--- config.mk ---
export PLATFORM = sky130hd
export DESIGN_NAME = parity_serial_tx
export DESIGN_NICKNAME = d
export VERILOG_FILES = /design/src/rtl/parity_serial_tx_pkg.sv /design/src/rtl/parity_gen8.sv /design/src/rtl/parity_serial_tx.sv
export SDC_FILE = /design/constraint.sdc
export NUM_CORES = 1
export LEC_CHECK = 0
export ABC_AREA = 1
export ABC_CLOCK_PERIOD_IN_PS = 1500
export CELL_PAD_IN_SITES_DETAIL_PLACEMENT = 1
export CELL_PAD_IN_SITES_GLOBAL_PLACEMENT = 1
export CORE_UTILIZATION = 28
export DETAILED_ROUTE_END_ITERATION = 10
export PLACE_DENSITY_LB_ADDON = 0.1
export SYNTH_ARGS = -nofsm -noshare
export SYNTH_HDL_FRONTEND = slang
export SYNTH_SLANG_ARGS = --single-unit
--- constraint.sdc ---
create_clock -name clk -period 1.5 [get_ports clk]
set_input_delay 0.3 -clock clk [delete_from_list [all_inputs] [get_ports clk]]
set_output_delay 0.3 -clock clk [all_outputs]
set_load 0.05 [all_outputs]
--- src/rtl/parity_serial_tx_pkg.sv ---
// ============================================================================
// Module : parity_serial_tx_pkg
// Brief  : Shared FSM state type, frame length and parity mode constants.
// Rev    : 1.0 - initial release
// ============================================================================
`default_nettype none

package parity_serial_tx_pkg;

    typedef enum logic [2:0] {
        IDLE   = 3'd0,
        START  = 3'd1,
        DATA   = 3'd2,
        PARITY = 3'd3,
        STOP   = 3'd4
    } tx_state_t;

    localparam int   FRAME_BITS = 11;
    localparam logic PAR_ODD    = 1'b0;
    localparam logic PAR_EVEN   = 1'b1;

endpackage

`default_nettype wire

--- src/rtl/parity_gen8.sv ---
// ============================================================================
// Module : parity_gen8
// Brief  : Combinational parity of one byte; even mode is the XOR of the
//          data bits, odd mode its inverse. Shared with the receive checker.
// Rev    : 1.0 - initial release
// ============================================================================
`default_nettype none

module parity_gen8
    import parity_serial_tx_pkg::*;
(
    input  logic [7:0] i_data,
    input  logic       i_mode,
    output logic       o_par
);

    assign o_par = (^i_data) ^ (i_mode == PAR_ODD);

endmodule

`default_nettype wire

--- src/rtl/parity_serial_tx.sv ---
// ============================================================================
// Module : parity_serial_tx
// Brief  : 8-bit serial transmitter, frame = start, 8 data LSB first,
//          parity, stop. Optional parity error injection under the macro
//          PARITY_TX_ERR_INJECT_EN.
// Rev    : 1.0 - initial release
// ============================================================================
`default_nettype none

module parity_serial_tx
    import parity_serial_tx_pkg::*;
#(
    parameter int CLKS_PER_BIT = 4
) (
    input  logic       clk,
    input  logic       rst_n,
    input  logic [7:0] tx_data,
    input  logic       O_E,
    input  logic       tx_valid,
`ifdef PARITY_TX_ERR_INJECT_EN
    input  logic       err_inj,
`endif
    output logic       tx_ready,
    output logic       tx_serial,
    output logic       tx_par,
    output logic       busy
);

    localparam int          CNT_W        = 16;
    localparam logic [CNT_W-1:0] c_cnt_reload = CNT_W'(CLKS_PER_BIT - 1);

    tx_state_t        r_state;
    tx_state_t        w_state_nxt;
    logic [CNT_W-1:0] r_cnt;
    logic [CNT_W-1:0] w_cnt_nxt;
    logic [2:0]       r_idx;
    logic [2:0]       w_idx_nxt;
    logic [2:0]       w_idx_inc;
    logic [7:0]       r_data;
    logic [7:0]       w_data_nxt;
    logic             r_par;
    logic             w_par_nxt;
    logic             r_serial;
    logic             w_serial_nxt;
    logic             r_busy;
    logic             w_busy_nxt;
    logic             w_par_gen;
    logic             w_inj;
    logic             w_bit_done;

    parity_gen8 u_parity_gen8 (
        .i_data (tx_data),
        .i_mode (O_E),
        .o_par  (w_par_gen)
    );

`ifdef PARITY_TX_ERR_INJECT_EN
    assign w_inj = err_inj;
`else
    assign w_inj = 1'b0;
`endif

    assign w_bit_done = (r_cnt == '0);
    assign w_idx_inc  = r_idx + 3'd1;

    // Every bit boundary reloads the period counter; otherwise it counts down.
    always_comb begin
        w_state_nxt  = r_state;
        w_cnt_nxt    = r_cnt;
        w_idx_nxt    = r_idx;
        w_data_nxt   = r_data;
        w_par_nxt    = r_par;
        w_serial_nxt = r_serial;
        w_busy_nxt   = r_busy;

        case (r_state)
            IDLE: begin
                w_serial_nxt = 1'b1;
                w_busy_nxt   = 1'b0;
                if (tx_valid) begin
                    w_state_nxt  = START;
                    w_data_nxt   = tx_data;
                    w_par_nxt    = w_par_gen ^ w_inj;
                    w_serial_nxt = 1'b0;
                    w_busy_nxt   = 1'b1;
                    w_cnt_nxt    = c_cnt_reload;
                    w_idx_nxt    = 3'd0;
                end
            end
            START: begin
                if (w_bit_done) begin
                    w_state_nxt  = DATA;
                    w_serial_nxt = r_data[0];
                    w_idx_nxt    = 3'd0;
                    w_cnt_nxt    = c_cnt_reload;
                end else begin
                    w_cnt_nxt = r_cnt - 1'b1;
                end
            end
            DATA: begin
                if (w_bit_done) begin
                    w_cnt_nxt = c_cnt_reload;
                    if (r_idx == 3'd7) begin
                        w_state_nxt  = PARITY;
                        w_serial_nxt = r_par;
                    end else begin
                        w_idx_nxt    = w_idx_inc;
                        w_serial_nxt = r_data[w_idx_inc];
                    end
                end else begin
                    w_cnt_nxt = r_cnt - 1'b1;
                end
            end
            PARITY: begin
                if (w_bit_done) begin
                    w_state_nxt  = STOP;
                    w_serial_nxt = 1'b1;
                    w_cnt_nxt    = c_cnt_reload;
                end else begin
                    w_cnt_nxt = r_cnt - 1'b1;
                end
            end
            STOP: begin
                if (w_bit_done) begin
                    w_state_nxt  = IDLE;
                    w_serial_nxt = 1'b1;
                    w_busy_nxt   = 1'b0;
                    w_cnt_nxt    = '0;
                    w_idx_nxt    = 3'd0;
                end else begin
                    w_cnt_nxt = r_cnt - 1'b1;
                end
            end
            default: begin
                w_state_nxt  = IDLE;
                w_serial_nxt = 1'b1;
                w_busy_nxt   = 1'b0;
                w_cnt_nxt    = '0;
                w_idx_nxt    = 3'd0;
            end
        endcase
    end

    always_ff @(posedge clk) begin
        if (!rst_n) begin
            r_state  <= IDLE;
            r_cnt    <= '0;
            r_idx    <= 3'd0;
            r_data   <= 8'h00;
            r_par    <= 1'b0;
            r_serial <= 1'b1;
            r_busy   <= 1'b0;
        end else begin
            r_state  <= w_state_nxt;
            r_cnt    <= w_cnt_nxt;
            r_idx    <= w_idx_nxt;
            r_data   <= w_data_nxt;
            r_par    <= w_par_nxt;
            r_serial <= w_serial_nxt;
            r_busy   <= w_busy_nxt;
        end
    end

    assign tx_ready  = (r_state == IDLE);
    assign tx_serial = r_serial;
    assign tx_par    = r_par;
    assign busy      = r_busy;

endmodule

`default_nettype wire

== Word level (Yosys, flattened, before mapping) ==
Index checks and enable logic that the tools add are counted.

* Bits in registers: 33
* Bits in latches: 0
* RAM bits: 0
* ROM bits: 0
* Input port bits: 12
* Output and inout port bits: 4
* Memories kept: 0

* $add $sub $neg: 2
* $mul: 0
* Div/mod/pow operators: 0
* $lt $le $gt $ge: 1
* Equality and inequality tests: 14
* Shifts and indexed selects: 0
* Multiplexer cells: 26
* Bitwise logic cells: 4
* Reductions and logical operators: 11

{| class="wikitable"
|+ Operators by type and width
! operator !! count
|-
| 16-bit 2-to-1 mux || 3
|-
| 16-bit one-hot mux with 3 select lines || 1
|-
| 3-bit 2-to-1 mux || 9
|-
| 16-bit zero test || 1
|-
| 16-bit by 1-bit subtractor with 16-bit output (second input constant) || 1
|-
| 3-bit one-hot mux with 5 select lines || 1
|-
| 2-bit inequality test (second input constant) || 7
|-
| 3-bit one-hot mux with 4 select lines || 1
|-
| 1-bit 2-to-1 mux || 8
|-
| 8-bit parity || 1
|-
| 3-bit by 2-bit == test with 1-bit output (second input constant) || 2
|-
| 3-bit == test (second input constant) || 2
|-
| 6-bit AND reduction || 1
|-
| 5-bit AND reduction || 1
|-
| 3-bit by 4-bit < comparator with 1-bit output (second input constant) || 1
|-
| 2-bit by 1-bit inequality test with 1-bit output (second input constant) || 2
|-
| 1-bit one-hot mux with 4 select lines || 1
|-
| 2-bit AND reduction || 2
|-
| 2-bit OR reduction || 2
|-
| 3-bit by 1-bit adder with 3-bit output (second input constant) || 1
|-
| 1-bit binary-select mux with 3-bit select || 1
|-
| 3-bit by 1-bit == test with 1-bit output (second input constant) || 1
|-
| 3-bit zero test || 1
|-
| 1-bit inverter || 3
|-
| 4 further kinds || 4
|}

== Longest topological paths before layout ==
* Depth in word-level cells: 6
* Gate-level depth with buffers: 11
* Mapped depth without buffers: 11

== Cells and area by module ==
From an unflattened synthesis, not the netlist that was laid out.

* Cell total of the unflattened synthesis: 307
* Area total of the unflattened synthesis: 1976.9 µm²

{| class="wikitable"
|+ By module, submodules not included
! module !! times used !! cells an instance !! area an instance (µm²) !! seq. area each (µm²)
|-
| parity_serial_tx || 1 || 270 || 1824.2 || 660.6
|-
| parity_gen8 || 1 || 37 || 152.6 || 0.0
|}

== Worst setup path after synthesis ==
Ideal clock, no wire load.

* Path type: register to register
* From: register r_state[0]
* To: register r_cnt[5]
* Library setup time: 0.115 ns
* Data arrival time: 1.331 ns
* Required time: 1.385 ns
* Setup slack: 0.055 ns
* Stages on the path, launching flop included: 10
* Buffers on the path: 1
* Period minus slack after synthesis: 1.445 ns
* Cells stage by stage: dfxtp_1 > nor2_4 > nand2_4 > inv_2 > nor2_4 > nand2_4 > nand2_4 > nand2_2 > buf_6 > nor2_1

* Elaborated cells on any way between the ends: 8
* Those cells by class: eq/ne: 5; mux: 1; reduce/logical: 2

{| class="wikitable"
|+ RTL lines
! what !! line !! source
|-
| start: declaration || parity_serial_tx.sv:32 || <nowiki>tx_state_t r_state;</nowiki>
|-
| start signal: assignment || parity_serial_tx.sv:154 || <nowiki>r_state <= w_state_nxt;</nowiki>
|-
| 3-bit zero test (*) || - ||
|-
| via tx_ready || parity_serial_tx.sv:23 || <nowiki>output logic tx_ready,</nowiki>
|-
| 16-bit one-hot mux with 3 select lines / 2-bit inequality test (equally long branches) || - ||
|-
| end signal: assignment || parity_serial_tx.sv:155 || <nowiki>r_cnt <= w_cnt_nxt;</nowiki>
|-
| end: declaration || parity_serial_tx.sv:34 || <nowiki>logic [CNT_W-1:0] r_cnt;</nowiki>
|}

The timed path passes the listed nets; every way through them passes the cells marked *.
A chain may end at the register's enable or synchronous reset.

== Final worst setup path ==
* From: register r_state[1]
* To: output port tx_ready

* Word-level cells in the longest chain between the ends: 1

{| class="wikitable"
|+ RTL lines
! what !! line !! source
|-
| 3-bit zero test || parity_serial_tx.sv:164 || <nowiki>assign tx_ready = (r_state == IDLE);</nowiki>
|-
| end: declaration || parity_serial_tx.sv:23 ||
|}

No other way between the ends.

==> results.py <==
metrics = {
    "run_status": {
        "status": "complete, no violations",
    },
    "clock_tree": {
        "clkLatencyLatePin_ns": 0.29,
        "cts_hold_buf": 0,
        "cts_tree": "yes",
        "cts_made_buffers": 5,
        "cts-htree-levels": 2,
        "clockBufferDepth": 2,
        "clock_sink_count": 33,
        "path_clk_slew_ns": 0.08,
        "root_buffer": "clkbuf_8",
    },
    "grt": {
        "grt_usage_pct": 15.5,
        "grt_pass1_wl_um": 8810,
        "grt_antenna_before_repair": 0,
        "grt_max_degree": 11,
        "grt-ovfl-total": 0,
        "grt_pass1_vias": 1983,
    },
    "yosys": {
        "ys_types": 29,
        "yosys.area_share.xor_xnor_pct": 4.70,
        "syn_area_per_cell_um2": 6.78,
        "synthAdderAreaFrac_pct": 2.68,
        "seq_area_frac_synth_pct": 35.4,
        "synth_compound_area_share_pct": 10.3,
        "yosys.area_share.simple_pct": 37.5,
        "netlist_area_um2": 1860,
        "synth_seq_cells": 33,
        "ys_warn_count": 0,
        "ys_async_sr_fraction_pct": 0,
        "synthFlopType": "dfxtp_1",
        "synth_cells": 275,
        "synth_fp_nets": 291,
        "synth_top_family_by_area": "simple AND/OR/NAND/NOR gates",
        "synthMuxAreaShare_pct": 0,
        "synth-edff-count": 0,
    },
    "drt": {
        "drtPass1Iterations": 4,
        "drtIter0Drc": 54,
        "wl_per_cell_um": 12.2,
        "wl_um": 4970,
        "ant_nets": 0,
        "vias": 1870,
        "routed_via_density": 4.61,
        "drcViolationCount": 0,
    },
    "min_path": {
        "hold_class": "flop to flop",
        "holdPathStages": 2,
        "hold_start": "r_data[2]$_SDFFE_PN0P_",
        "min_to": "r_data[2]$_SDFFE_PN0P_",
    },
    "worst_setup_path": {
        "rr_worst_depth": 10,
        "worstPathArrival_ns": 1.14,
        "cp-end-kind": "output port",
        "worstSetupStartpointType": "flop",
        "cp.required_ns": 1.20,
        "r2r_slack_ns": 0.09,
        "rr_startpoint": "r_cnt[1]$_SDFFE_PN0N_",
        "r2r_end": "r_idx[1]$_SDFFE_PN0P_",
        "setup.worst_path.class": "flop to output port",
        "worstPathMaxFanout": 4,
    },
    "floorplanning": {
        "start_util_pct": 29.2,
        "io-pin-count": 16,
        "die_w_um": 83.6,
        "num_rows": 29,
        "dieArea_um2": 6990,
        "core_um2": 6390,
        "die_h_um": 83.6,
    },
    "power_and_ir_drop": {
        "clock_power_share_pct": 10.4,
        "internal_power_uw": 3480,
        "combPwrFrac_pct": 67.1,
        "p_leak_uw": 0.00121,
        "seqPwrFrac_pct": 22.6,
        "p_sw_share_pct": 45.8,
        "switchingPower_uw": 2950,
        "irDropWorstVdd_uv": 952,
        "p_per_area_nw_per_um2": 2520,
        "finalPower_uw": 6430,
    },
    "finish": {
        "synthToLayoutAreaGrowth_pct": 36.8,
        "final_util_pct": 39.9,
        "final_cell_mix": "nand2_1 (54), nor2_1 (36), buf_4 (35)",
        "mostFrequentLayoutCell": "nand2_1",
        "antenna_cells": 0,
        "nets": 344,
        "fin_cells": 406,
        "layout-drive-gt1-share_pct": 26.1,
        "nFillCells": 832,
    },
    "sta": {
        "tightest_slew_ns": 0.369,
        "max_slew_margin_pct": 75.2,
        "drv_slew": 0,
        "hold_viol_final": 0,
        "rsz0062_at_grt": "yes",
        "fin_crit_ns": 1.44,
        "clock.fmax_mhz": 694,
        "skew_ns": 0.0115,
        "setup_violations": 0,
        "min_period_over_period_pct": 96.0,
        "tns_ns": 0,
        "fin_hold_ws_ns": 0.465,
    },
    "placed_design": {
        "dpl.hpwl_um": 4030,
        "gp_congestion": 0.758,
        "dp_cells": 397,
        "port_buffers": 15,
    },
    "flow_run": {
        "maxCapViolCount": 0,
    },
}
layout make-up:
type / count / area [um^2] / share of cell area (%)
multi-input cells: 198 / 1090 / 42.6
flip-flops and latches: 33 / 664 / 26.0
repair buffers: 51 / 473 / 18.5
inverters: 39 / 149 / 5.84
well taps: 77 / 96.3 / 3.78
clock buffers: 6 / 72.6 / 2.84
clock inverters: 2 / 10.0 / 0.392
worst max-delay path by stage:
| stage | start | slack [ns] | end |
|---|---|---|---|
| 6_report | r_state[1]$_SDFFE_PN0P_ | 0.06 | tx_ready |
| 5_1_grt | r_cnt[1]$_SDFFE_PN0N_ | -0.02 | r_cnt[11]$_SDFFE_PN0N_ |
| 4_1_cts | r_cnt[0]$_SDFFE_PN0N_ | 0.003 | r_cnt[11]$_SDFFE_PN0N_ |
| 3_5_place_dp | tx_valid | -0.23 | r_cnt[10]$_SDFFE_PN0N_ |
| 3_3_place_gp | tx_valid | -0.19 | r_cnt[10]$_SDFFE_PN0N_ |
| 2_1_floorplan | r_state[0]$_SDFFE_PN0P_ | 0.05 | r_cnt[5]$_SDFFE_PN0N_ |
layer usage:
| layer | global-route usage [%] | share of wire, % |
|---|---|---|
| met5 | 0 | 0 |
| met2 | 28.1 | 50 |
| met3 | 3.26 | 1.8 |
| met1 | 18.3 | 47 |
| met4 | 4.16 | 1.1 |
power by group through the flow:
stage                     combinational [uW]  clock (uW)  sequential (uW)
final                                   4310         667             1450
after global routing                    4860         738             1500
after CTS                               4220         707             1440
after detailed placement                4160           0             1450
after global placement                  4100           0             1450
after floorplan                         2370           0             1510
synthesized netlist by cell type (2+ instances only):
cell type	n	area share, %
dfxtp_1	33	35
nand4_1	8	2.7
buf_2	2	0.54
ha_1	4	2.7
xor2_1	5	2.3
o211ai_1	2	0.81
inv_1	36	7.2
nor3_1	5	1.3
o21ai_0	15	4.0
nand3b_1	2	0.81
xnor2_1	5	2.3
nand2_4	3	1.8
a21oi_2	3	1.4
inv_2	3	0.60
nor2_1	42	8.5
nor2_2	5	1.7
a21oi_1	15	4.0
nand2_1	56	11
nor2_4	2	1.2
nand3_1	20	5.4
critical path: stages, from the launching register on:
cell     delay, ns
dfxtp_2       0.35
nor2_4        0.19
nand2_4       0.09
inv_4         0.09
buf_12        0.13
flip-flops by register name (all words and copies together) (netlist names):
register / flops
r_state: 3
r_cnt: 16
busy: 1
r_data: 8
tx_serial: 1
tx_par: 1
r_idx: 3
through the flow:
stage	worst slack [ns]	area [um^2]
after detailed placement	-0.231	2400
after global routing	-0.0208	2550
final	0.0594	2550
after floorplan	0.0547	1860
after global placement	-0.187	2400
after CTS	0.00271	2490
repair_timing:
item                       4_1_cts  5_1_grt
pin swaps                        0        8
setup endpoints to repair       15       23
hold endpoints to repair         0        0
buffers inserted                 0        1
gates resized for setup          5       20
cells by family (layout without fill, tap and decap cells):
logic type      after synthesis  count (layout)
xor+xnor                     10              10
fa+ha+maj                     4               4
buf+inv                      44              98
compound gates               35              35
flops                        33              33
simple gates                149             149
Note: power is estimated with default switching activity, not from simulation.
